`src/rtl/ebpc_pkg.sv`:
```
// Shared types and defaults for the EBPC encoder front end.
// Holds the input-splitter state encoding, default widths and a small
// saturating-increment helper used by the optional statistics counters.
package ebpc_pkg;

    // Activation word width used when the instantiating level does not override it.
    localparam int DEFAULT_DATA_W     = 8;
    // Words per block; must be a power of two and at least 2.
    localparam int DEFAULT_BLOCK_SIZE = 8;

    // Input splitter control states.
    typedef enum logic [1:0] {
        IDLE      = 2'd0,
        ACTIVE    = 2'd1,
        FLUSH     = 2'd2,
        WAIT_DONE = 2'd3
    } split_state_t;

    // 32-bit increment that sticks at all-ones instead of wrapping.
    function automatic logic [31:0] sat_inc32(input logic [31:0] value);
        return (value == '1) ? value : value + 32'd1;
    endfunction

endpackage

```
`src/rtl/ebpc_out_reg.sv`:
```
// One-entry registered valid/ready slice.
// A load writes the entry; an accepted beat (vld & rdy) empties it. A load
// in the same cycle as a drain replaces the entry, so a stream can pass at
// one beat per cycle. free_o tells the producer whether a load is allowed.
module ebpc_out_reg #(
    parameter int W = 2
) (
    input  logic         clk_i,
    input  logic         rst_i,
    input  logic         load_i,
    input  logic [W-1:0] data_i,
    output logic         free_o,
    output logic         vld_o,
    output logic [W-1:0] data_o,
    input  logic         rdy_i
);

    logic         r_vld;
    logic [W-1:0] r_data;

    // Empty, or the current beat leaves at this clock edge.
    assign free_o = ~r_vld | rdy_i;
    assign vld_o  = r_vld;
    assign data_o = r_data;

    // Entry register: load wins over drain, drain clears valid.
    always_ff @(posedge clk_i) begin
        // NOTE: the data field is reset as well as valid, because every output must read 0 during reset.
        if (rst_i) begin
            r_vld  <= 1'b0;
            r_data <= '0;
        end else if (load_i) begin
            // NOTE: non-blocking assignments, so every register samples pre-edge values.
            r_vld  <= 1'b1;
            r_data <= data_i;
        end else if (rdy_i) begin
            r_vld  <= 1'b0;
        end
    end

endmodule

```
`src/rtl/ebpc_input_splitter.sv`:
```
// EBPC input splitter: cuts the activation stream into blocks of BLOCK_SIZE
// words, sends a nonzero flag per word to the ZNZ encoder and the nonzero
// words to the BPC encoder, each with its per-block last flag.
// The most recent nonzero word is parked in a hold register until the next
// nonzero word or the block end reveals whether it is the last BPC beat.
// After a block the splitter stalls until the done tracker answers.
// Optional build macro: EBPC_SPLIT_PERF_CNT_EN adds saturating block and
// zero-word counters (blk_cnt_o, zero_word_cnt_o).
module ebpc_input_splitter
    import ebpc_pkg::*;
#(
    parameter int DATA_W     = DEFAULT_DATA_W,
    parameter int BLOCK_SIZE = DEFAULT_BLOCK_SIZE
) (
    input  logic              clk_i,
    input  logic              rst_i,
    input  logic [DATA_W-1:0] data_i,
    input  logic              last_i,
    input  logic              vld_i,
    output logic              rdy_o,
    output logic              znz_data_o,
    output logic              znz_last_o,
    output logic              znz_vld_o,
    input  logic              znz_rdy_i,
    output logic [DATA_W-1:0] bpc_data_o,
    output logic              bpc_last_o,
    output logic              bpc_vld_o,
    input  logic              bpc_rdy_i,
    output logic              blk_start_o,
    input  logic              blk_done_i
`ifdef EBPC_SPLIT_PERF_CNT_EN
    ,
    output logic [31:0]       blk_cnt_o,
    output logic [31:0]       zero_word_cnt_o
`endif
);

    localparam int CNT_W = $clog2(BLOCK_SIZE);
    localparam logic [CNT_W-1:0] CNT_MAX = CNT_W'(BLOCK_SIZE - 1);

    split_state_t      r_state;
    split_state_t      w_next_state;
    logic [CNT_W-1:0]  r_cnt;
    logic              r_hold_vld;
    logic [DATA_W-1:0] r_hold_data;
    logic              r_blk_start;

    logic              w_znz_free;
    logic              w_bpc_free;
    logic              w_rdy;
    logic              w_accept;
    logic              w_nz;
    logic              w_block_end;
    logic              w_bpc_load;
    logic [DATA_W:0]   w_bpc_din;

    // Words are taken only while a block is open and both encoders can absorb a beat.
    assign w_rdy = ~rst_i
                 & ((r_state == IDLE) | (r_state == ACTIVE))
                 & w_znz_free & w_bpc_free;
    assign rdy_o       = w_rdy;
    assign w_accept    = vld_i & w_rdy;
    assign w_nz        = (data_i != '0);
    assign w_block_end = (r_cnt == CNT_MAX) | last_i;
    assign blk_start_o = r_blk_start;

    // ZNZ slice: one {nonzero, last} beat per accepted word.
    ebpc_out_reg #(
        .W (2)
    ) u_znz_reg (
        .clk_i  (clk_i),
        .rst_i  (rst_i),
        .load_i (w_accept),
        .data_i ({w_nz, w_block_end}),
        .free_o (w_znz_free),
        .vld_o  (znz_vld_o),
        .data_o ({znz_data_o, znz_last_o}),
        .rdy_i  (znz_rdy_i)
    );

    // BPC slice: nonzero words with their block-last flag.
    ebpc_out_reg #(
        .W (DATA_W + 1)
    ) u_bpc_reg (
        .clk_i  (clk_i),
        .rst_i  (rst_i),
        .load_i (w_bpc_load),
        .data_i (w_bpc_din),
        .free_o (w_bpc_free),
        .vld_o  (bpc_vld_o),
        .data_o ({bpc_data_o, bpc_last_o}),
        .rdy_i  (bpc_rdy_i)
    );

    // Next state and BPC slice load control.
    always_comb begin
        // NOTE: every output of this block gets a default first, so no path infers a latch.
        w_next_state = r_state;
        w_bpc_load   = 1'b0;
        w_bpc_din    = {r_hold_data, 1'b0};
        case (r_state)
            IDLE, ACTIVE: begin
                if (w_accept) begin
                    // A new nonzero word proves the held word was not the last one.
                    if (w_nz && r_hold_vld) begin
                        w_bpc_load = 1'b1;
                    end
                    if (w_block_end) begin
                        w_next_state = (r_hold_vld || w_nz) ? FLUSH : WAIT_DONE;
                    end else begin
                        w_next_state = ACTIVE;
                    end
                end
            end
            FLUSH: begin
                if (w_bpc_free) begin
                    w_bpc_load   = 1'b1;
                    w_bpc_din    = {r_hold_data, 1'b1};
                    w_next_state = WAIT_DONE;
                end
            end
            WAIT_DONE: begin
                if (blk_done_i) begin
                    w_next_state = IDLE;
                end
            end
            default: w_next_state = IDLE;
        endcase
    end

    // State register.
    always_ff @(posedge clk_i) begin
        if (rst_i) begin
            r_state <= IDLE;
        end else begin
            r_state <= w_next_state;
        end
    end

    // Word position inside the current block; restarts after every block end.
    always_ff @(posedge clk_i) begin
        if (rst_i) begin
            r_cnt <= '0;
        end else if (w_accept) begin
            r_cnt <= w_block_end ? '0 : r_cnt + CNT_W'(1);
        end
    end

    // Hold register: latest nonzero word, emptied when FLUSH hands it to the BPC slice.
    always_ff @(posedge clk_i) begin
        if (rst_i) begin
            r_hold_vld  <= 1'b0;
            r_hold_data <= '0;
        end else if (w_accept && w_nz) begin
            r_hold_vld  <= 1'b1;
            r_hold_data <= data_i;
        end else if (r_state == FLUSH && w_bpc_free) begin
            r_hold_vld  <= 1'b0;
        end
    end

    // Block-start pulse, one cycle after the first word of a block is taken.
    always_ff @(posedge clk_i) begin
        if (rst_i) begin
            r_blk_start <= 1'b0;
        end else begin
            r_blk_start <= w_accept && (r_state == IDLE);
        end
    end

`ifdef EBPC_SPLIT_PERF_CNT_EN
    logic [31:0] r_blk_cnt;
    logic [31:0] r_zero_word_cnt;

    assign blk_cnt_o       = r_blk_cnt;
    assign zero_word_cnt_o = r_zero_word_cnt;

    // Completed blocks (entry into WAIT_DONE) and accepted zero words, both saturating.
    always_ff @(posedge clk_i) begin
        if (rst_i) begin
            r_blk_cnt       <= '0;
            r_zero_word_cnt <= '0;
        end else begin
            if (w_next_state == WAIT_DONE && r_state != WAIT_DONE) begin
                r_blk_cnt <= sat_inc32(r_blk_cnt);
            end
            if (w_accept && !w_nz) begin
                r_zero_word_cnt <= sat_inc32(r_zero_word_cnt);
            end
        end
    end
`endif

endmodule

```
`config.mk`:
```
export PLATFORM = sky130hd
export DESIGN_NAME = ebpc_input_splitter
export DESIGN_NICKNAME = d
export VERILOG_FILES = /design/src/rtl/ebpc_pkg.sv /design/src/rtl/ebpc_out_reg.sv /design/src/rtl/ebpc_input_splitter.sv
export SDC_FILE = /design/constraint.sdc
export NUM_CORES = 1
export LEC_CHECK = 0
export CORE_MARGIN = 3
export CORE_UTILIZATION = 49
export DETAILED_ROUTE_END_ITERATION = 12
export GPL_ROUTABILITY_DRIVEN = 0
export PLACE_DENSITY = 0.8
export SYNTH_ARGS = -nofsm -noshare
export SYNTH_HDL_FRONTEND = slang
export SYNTH_SLANG_ARGS = --single-unit
```
`constraint.sdc`:
```
create_clock -name clk_i -period 1.9 [get_ports clk_i]
set_clock_uncertainty 0.2 [all_clocks]
set_input_delay 0.285 -clock clk_i [delete_from_list [all_inputs] [get_ports clk_i]]
set_output_delay 0.285 -clock clk_i [all_outputs]
set_load 0.01 [all_outputs]
```
After elaboration in Yosys (flattened, before gate mapping)

Index checks and enable logic that the tools add are counted.

Register bits after elaboration: 28

Add/subtract/negate cells: 1
Equality and inequality tests: 7
Multiplexer cells: 19
Bitwise operators: 11
Reductions and logical operators: 12

Operators by type and width:

| cell                | count |
|---|---|
| $mux 1              | 12 |
| $mux 2              | 4 |
| $reduce_bool 8->1   | 1 |
| $ne 2x2->1 const B  | 3 |
| $pmux 2 s3          | 1 |
| $reduce_bool 2->1   | 3 |
| $and 1x1->1         | 4 |
| $eq 2x2->1 const B  | 2 |
| $logic_and 1x1->1   | 4 |
| $or 1x1->1          | 4 |
| $add 3x1->3 const B | 1 |
| $eq 3x3->1 const B  | 1 |
| $mux 3              | 1 |
| $not 1->1           | 3 |
| $reduce_and 3->1    | 1 |
| $eq 2x1->1 const B  | 1 |
| $logic_not 2->1     | 1 |
| $pmux 1 s2          | 1 |
| $reduce_or 2->1     | 1 |
| $logic_or 1x1->1    | 1 |

Logic depth before layout (Yosys ltp)

Depth in word-level cells: 9
Mapped depth: 6

By module

From an unflattened synthesis, not the netlist that was laid out.

Cells, all modules: 112
Area total of the unflattened synthesis: 1,181.1 µm²

Modules (own cells, without submodules):

| module                   | times used | cells each | area each (µm²) |
|---|---|---|---|
| ebpc_input_splitter      | 1          | 69         | 715.7 |
| ebpc_out_reg (u_bpc_reg) | 1          | 33         | 355.3 |
| ebpc_out_reg (u_znz_reg) | 1          | 10         | 110.1 |

Least setup slack after synthesis

No wires, ideal clock.

Path kind: register -> register
From: register u_bpc_reg.r_vld (netlist: u_bpc_reg.vld_o)
To: register u_bpc_reg.r_data[1] (netlist: u_bpc_reg.data_o[1])
Library setup time: 0.133 ns
Data arrival time: 1.164 ns
Required time: 1.567 ns
Slack: 0.403 ns
Cell stages (with the launch flop): 6
Clock period less this slack: 1.497 ns
Cell sequence: dfxtp_1 nand2b_1 nand4_2 buf_2 o2111ai_1 o311ai_1

Word-level cells in the longest chain between the ends: 6

RTL lines:

| what                   | RTL line                   | RTL |
|---|---|---|
| start, declared        | ebpc_out_reg.sv:18         | `logic r_vld;` |
| start signal, assigned | ebpc_out_reg.sv:30         | `r_vld <= 1'b0;` |
| start signal, assigned | ebpc_out_reg.sv:34         | `r_vld <= 1'b1;` |
| start signal, assigned | ebpc_out_reg.sv:37         | `r_vld <= 1'b0;` |
| $not 1->1 (*)          | ebpc_out_reg.sv:22         | `assign free_o = ~r_vld \| rdy_i;` |
| $or 1x1->1 (*)         | ebpc_out_reg.sv:22         |  |
| $and 1x1->1            | ebpc_input_splitter.sv:60  | `& w_znz_free & w_bpc_free;` |
| $and 1x1->1            | ebpc_input_splitter.sv:62  | `assign w_accept = vld_i & w_rdy;` |
| $mux 1                 | ebpc_input_splitter.sv:103 | `if (w_accept) begin` |
| $pmux 1 s2 (*)         | ebpc_input_splitter.sv:101 | `case (r_state)` |
| end signal, assigned   | ebpc_out_reg.sv:35         | `r_data <= data_i;` |
| end, declared          | ebpc_out_reg.sv:19         | `logic [W-1:0] r_data;` |

Every way passes the cells marked *; elsewhere a longest branch is shown, timed or not.
A chain may end at the register's enable or synchronous reset.

Final worst setup path

From: input znz_rdy_i
To: output rdy_o

Word-level cells in the longest chain between the ends: 3

RTL lines:

| what                     | RTL line                  | RTL |
|---|---|---|
| start, declared          | ebpc_input_splitter.sv:24 | `input logic znz_rdy_i,` |
| $or 1x1->1               | ebpc_out_reg.sv:22        |  |
| $and 1x1->1 (2 in a row) | ebpc_input_splitter.sv:60 |  |
| end, declared            | ebpc_input_splitter.sv:20 | `output logic rdy_o,` |

No other way between the ends.

==> results.txt <==
- Yosys mapped a number of flops with a built-in enable equal to 0.
- CTS HTree Levels: 1
- Entering global routing, the biggest net connects 25 pins.
- In the global route stage, overall resource usage came out at 0.187.
- For this block, the routed nets add up to 3.11 mm of wire.
- CP startpoint: znz_rdy_i
- Power density normalized to cell area: 614 nW/um^2
- The critical path goes through clkdlybuf4s50_1 > nand2b_1 > and3_1 > dlygate4sd2_1.
* Worst min-delay path category: reg2reg
* Area of the core: 2570 sq um
* Critical path's largest stage delay: 0.40 ns
- Hold path startpoint: u_znz_reg.data_o[1]$_SDFFE_PP0P_
- CTS tree: done
- For the worst setup path, the data arrival time is 1.29 ns.
- The Yosys step of the flow raised 0 warnings.
* Max-Slew Margin vs Limit: 0.732
- Root Buffer: sky130_fd_sc_hd__clkbuf_4
* Average routed wire per standard cell: 14.0 um
- The first global-routing pass estimated 5.05 mm of wire.
* Fraction of layout cells with a size suffix above 1: 0.177
- The largest individual stage delay along the critical path comes from the cell sky130_fd_sc_hd__clkdlybuf4s50_1.
- By area, the combinational part of the netlist is dominated by compound AO/OA/AOI/OAI gates.
- Fraction of the mapped netlist area in simple logic gates: 0.207
- DRT Pass-1 Iters: 4
- Maximum buffer depth of the clock tree: 2
* Synthesized Nets: 173
- Num CTS Buffers: 3
- DRC Markers: 0
* Floorplan die area: 3470 sq um
- Crit path buf inv count: 2
- DPL Wire Length: 2.23 mm
* CP required: 1.41 ns
- The initial utilization of the core area, before any placement, comes to 0.534.
- CTS saw 28 sinks.
* Transition time of the tightest slew-check pin: 0.399 ns
- STA classifies the critical path startpoint as an input pin.
- The worst setup path is of the in2out kind.
- Measured along the y axis, the die boundary spans 58.9 um.
* Part of the Yosys area used for sequential elements: 0.409
- LEAKAGE: 0.614 nW
- The die is 58.9 um wide.
* Worst Setup End Kind: output port
- Compound-gate portion of the synthesized area: 0.231
- Of the post-synthesis cell area, the part taken by muxes is 0.0657.
* Worst vdd ir: 0.527 mV
* Top_reg_cell synth: sky130_fd_sc_hd__dfxtp_1
- Filler cells: 221
* Result of the run: completed
- Number of cells in the design after placement: 219
- Relative to the synthesized area, the layout overhead comes to 31.3%.
* Count of buffers added by post-CTS timing repair for setup: 0
- Reg-to-Reg Start: r_state[1]$_SDFFE_PP0P_
- Count of buffers inserted at the top-level ports: 29
- Final setup violation count: 0
* Share of synthesized cell area in full adder, half adder and majority cells: 0.0182
- Tmin final: 1.77 ns
- After the first detailed-routing iteration, the DRC count stood at 36.
* Share of synthesized flip-flops with an asynchronous set or reset: 0
* Antenna violations before repair: 0
- Final cycle utilization of the critical path: 0.933
- CTS Hold Bufs: 0
- Cell area after synthesis: 1370 sq um
- The final layout contains 211 nets.
* Number of global-route vias before repair: 1249
- Derived from the worst setup path, the maximum achievable clock frequency is 0.564 GHz.
- Number of max-slew violations in the final report: 0
- Antenna viol nets, final: 0
* Drt via density: 5.92
* Number of register bits inferred by synthesis: 28
* GRT Residual Overflow: 0
- The final count of hold timing violations came to 0.
- Setup repair after global routing left no endpoint under its margin.
- Ports: 30
- Later-pin clock latency in the skew report: 0.32 ns
- Layout Cells excl Fill: 222
* Top delay family on crit path: buffers and inverters
- The routed layout has 1314 vias.
- In this run the core area contains 18 standard-cell rows.
- Total power consumption of the routed design: 0.00111 W
* Share of the synthesized netlist area taken by xor and xnor gates: 0
* Distinct cells, synth: 35
- Post-Synthesis Cells: 156
- Critical path peak fanout: 3
* Clock slew seen by the registers of the worst setup and hold paths: 0.14 ns
* Mean area per synthesized cell: 8.79 sq um
- Gates resized during post-CTS repair numbered 1.
- Total of max-cap violations: 0
* Antenna diodes: 0
synth_stat cells, types with 3 or more instances:
library cell | count | share of area
sky130_fd_sc_hd__dfxtp_1 | 28 | 0.41
sky130_fd_sc_hd__nand2_1 | 16 | 0.044
sky130_fd_sc_hd__clkbuf_1 | 3 | 0.0082
sky130_fd_sc_hd__buf_2 | 4 | 0.015
sky130_fd_sc_hd__nand3_1 | 17 | 0.062
sky130_fd_sc_hd__o311ai_1 | 8 | 0.051
sky130_fd_sc_hd__nor2_1 | 5 | 0.014
sky130_fd_sc_hd__o21ai_0 | 8 | 0.029
sky130_fd_sc_hd__mux2_2 | 8 | 0.066
sky130_fd_sc_hd__a21oi_1 | 18 | 0.066
sky130_fd_sc_hd__o2111ai_1 | 8 | 0.051
sky130_fd_sc_hd__buf_6 | 4 | 0.033
sky130_fd_sc_hd__nand2b_1 | 4 | 0.018
path summary, 6_finish.rpt:
path	endpoint	slack, ns	cells past startpoint
worst min-delay path	u_znz_reg.data_o[1]$_SDFFE_PP0P_	0.28	2
worst max-delay path	rdy_o	0.13	4
worst min register to register	u_znz_reg.data_o[1]$_SDFFE_PP0P_	0.28	2
worst max register to register	u_bpc_reg.data_o[1]$_SDFFE_PP0P_	0.20	4
cell families after synthesis:
| logic type | count (synthesis) |
|---|---|
| buffers and inverters | 15 |
| adder cells (fa/ha/maj) | 2 |
| multiplexers | 8 |
| flip-flops | 28 |
| AND/OR/NAND/NOR | 55 |
| AO/OA/AOI/OAI | 48 |
power by group:
| group | total, W | leakage (nW) | switching, W | internal (W) |
|---|---|---|---|---|
| clock network | 0.000239 | 0.0138 | 0.000165 | 0.0000743 |
| logic | 0.000228 | 0.372 | 0.000109 | 0.000119 |
| registers | 0.000637 | 0.228 | 0.0000196 | 0.000618 |
flip-flops by register name (all words and copies together) (netlist names):
name              cells
blk_start_o           1
r_cnt                 3
r_hold_data           8
r_hold_vld            1
r_state               2
u_bpc_reg.data_o      9
u_bpc_reg.vld_o       1
u_znz_reg.data_o      2
u_znz_reg.vld_o       1
per-stage QoR:
step           TNS, ns  hold WS [ns]  setup WS [ns]  instance area, sq um   util
2_1_floorplan        0         0.221          0.403                  1370      -
3_3_place_gp     -1.53         0.242         -0.117                  1780  0.692
6_report             0         0.276          0.128                  1800  0.701
4_1_cts              0         0.273          0.115                  1800  0.700
3_5_place_dp     -3.86         0.253         -0.221                  1780  0.692
5_1_grt              0         0.308         0.0443                  1800  0.701
worst min-delay path: cells and delay by family (launching register included):
kind,cells,cell delay [ns]
AOI/OAI and AO/OA,1,0.05
and+or+nand+nor,1,0.05
DFF,1,0.34
placed cells by master, fill, tap and decap left out, drive strengths merged, types with 2 or more instances in the layout:
| master | count |
|---|---|
| nand2 | 18 |
| mux2 | 8 |
| nor2 | 6 |
| a21oi | 18 |
| ha | 2 |
| o2111ai | 8 |
| clkdlybuf4s50 | 28 |
| nand2b | 4 |
| nand3 | 17 |
| buf | 17 |
| o311ai | 8 |
| nor4 | 2 |
| dfxtp | 28 |
| o21ai | 8 |
| clkbuf | 3 |
| inv | 2 |
layout make-up:
class	instances	area, sq um	area share
tap	30	37.5	0.0208
inverter	2	7.51	0.00417
multi-input combinational	113	718	0.399
timing repair buffer	46	454	0.252
sequential	28	561	0.311
clock buffer	3	22.5	0.0125
layer usage:
metal	GRT usage	up-vias	share of wire
met2	0.333	30	0.48
met1	0.217	616	0.46
met5	0	-	0
met4	0.100	0	0.017
li1	-	664	-
met3	0.0197	4	0.047
No activity file was read; power rests on OpenSTA's default activity.
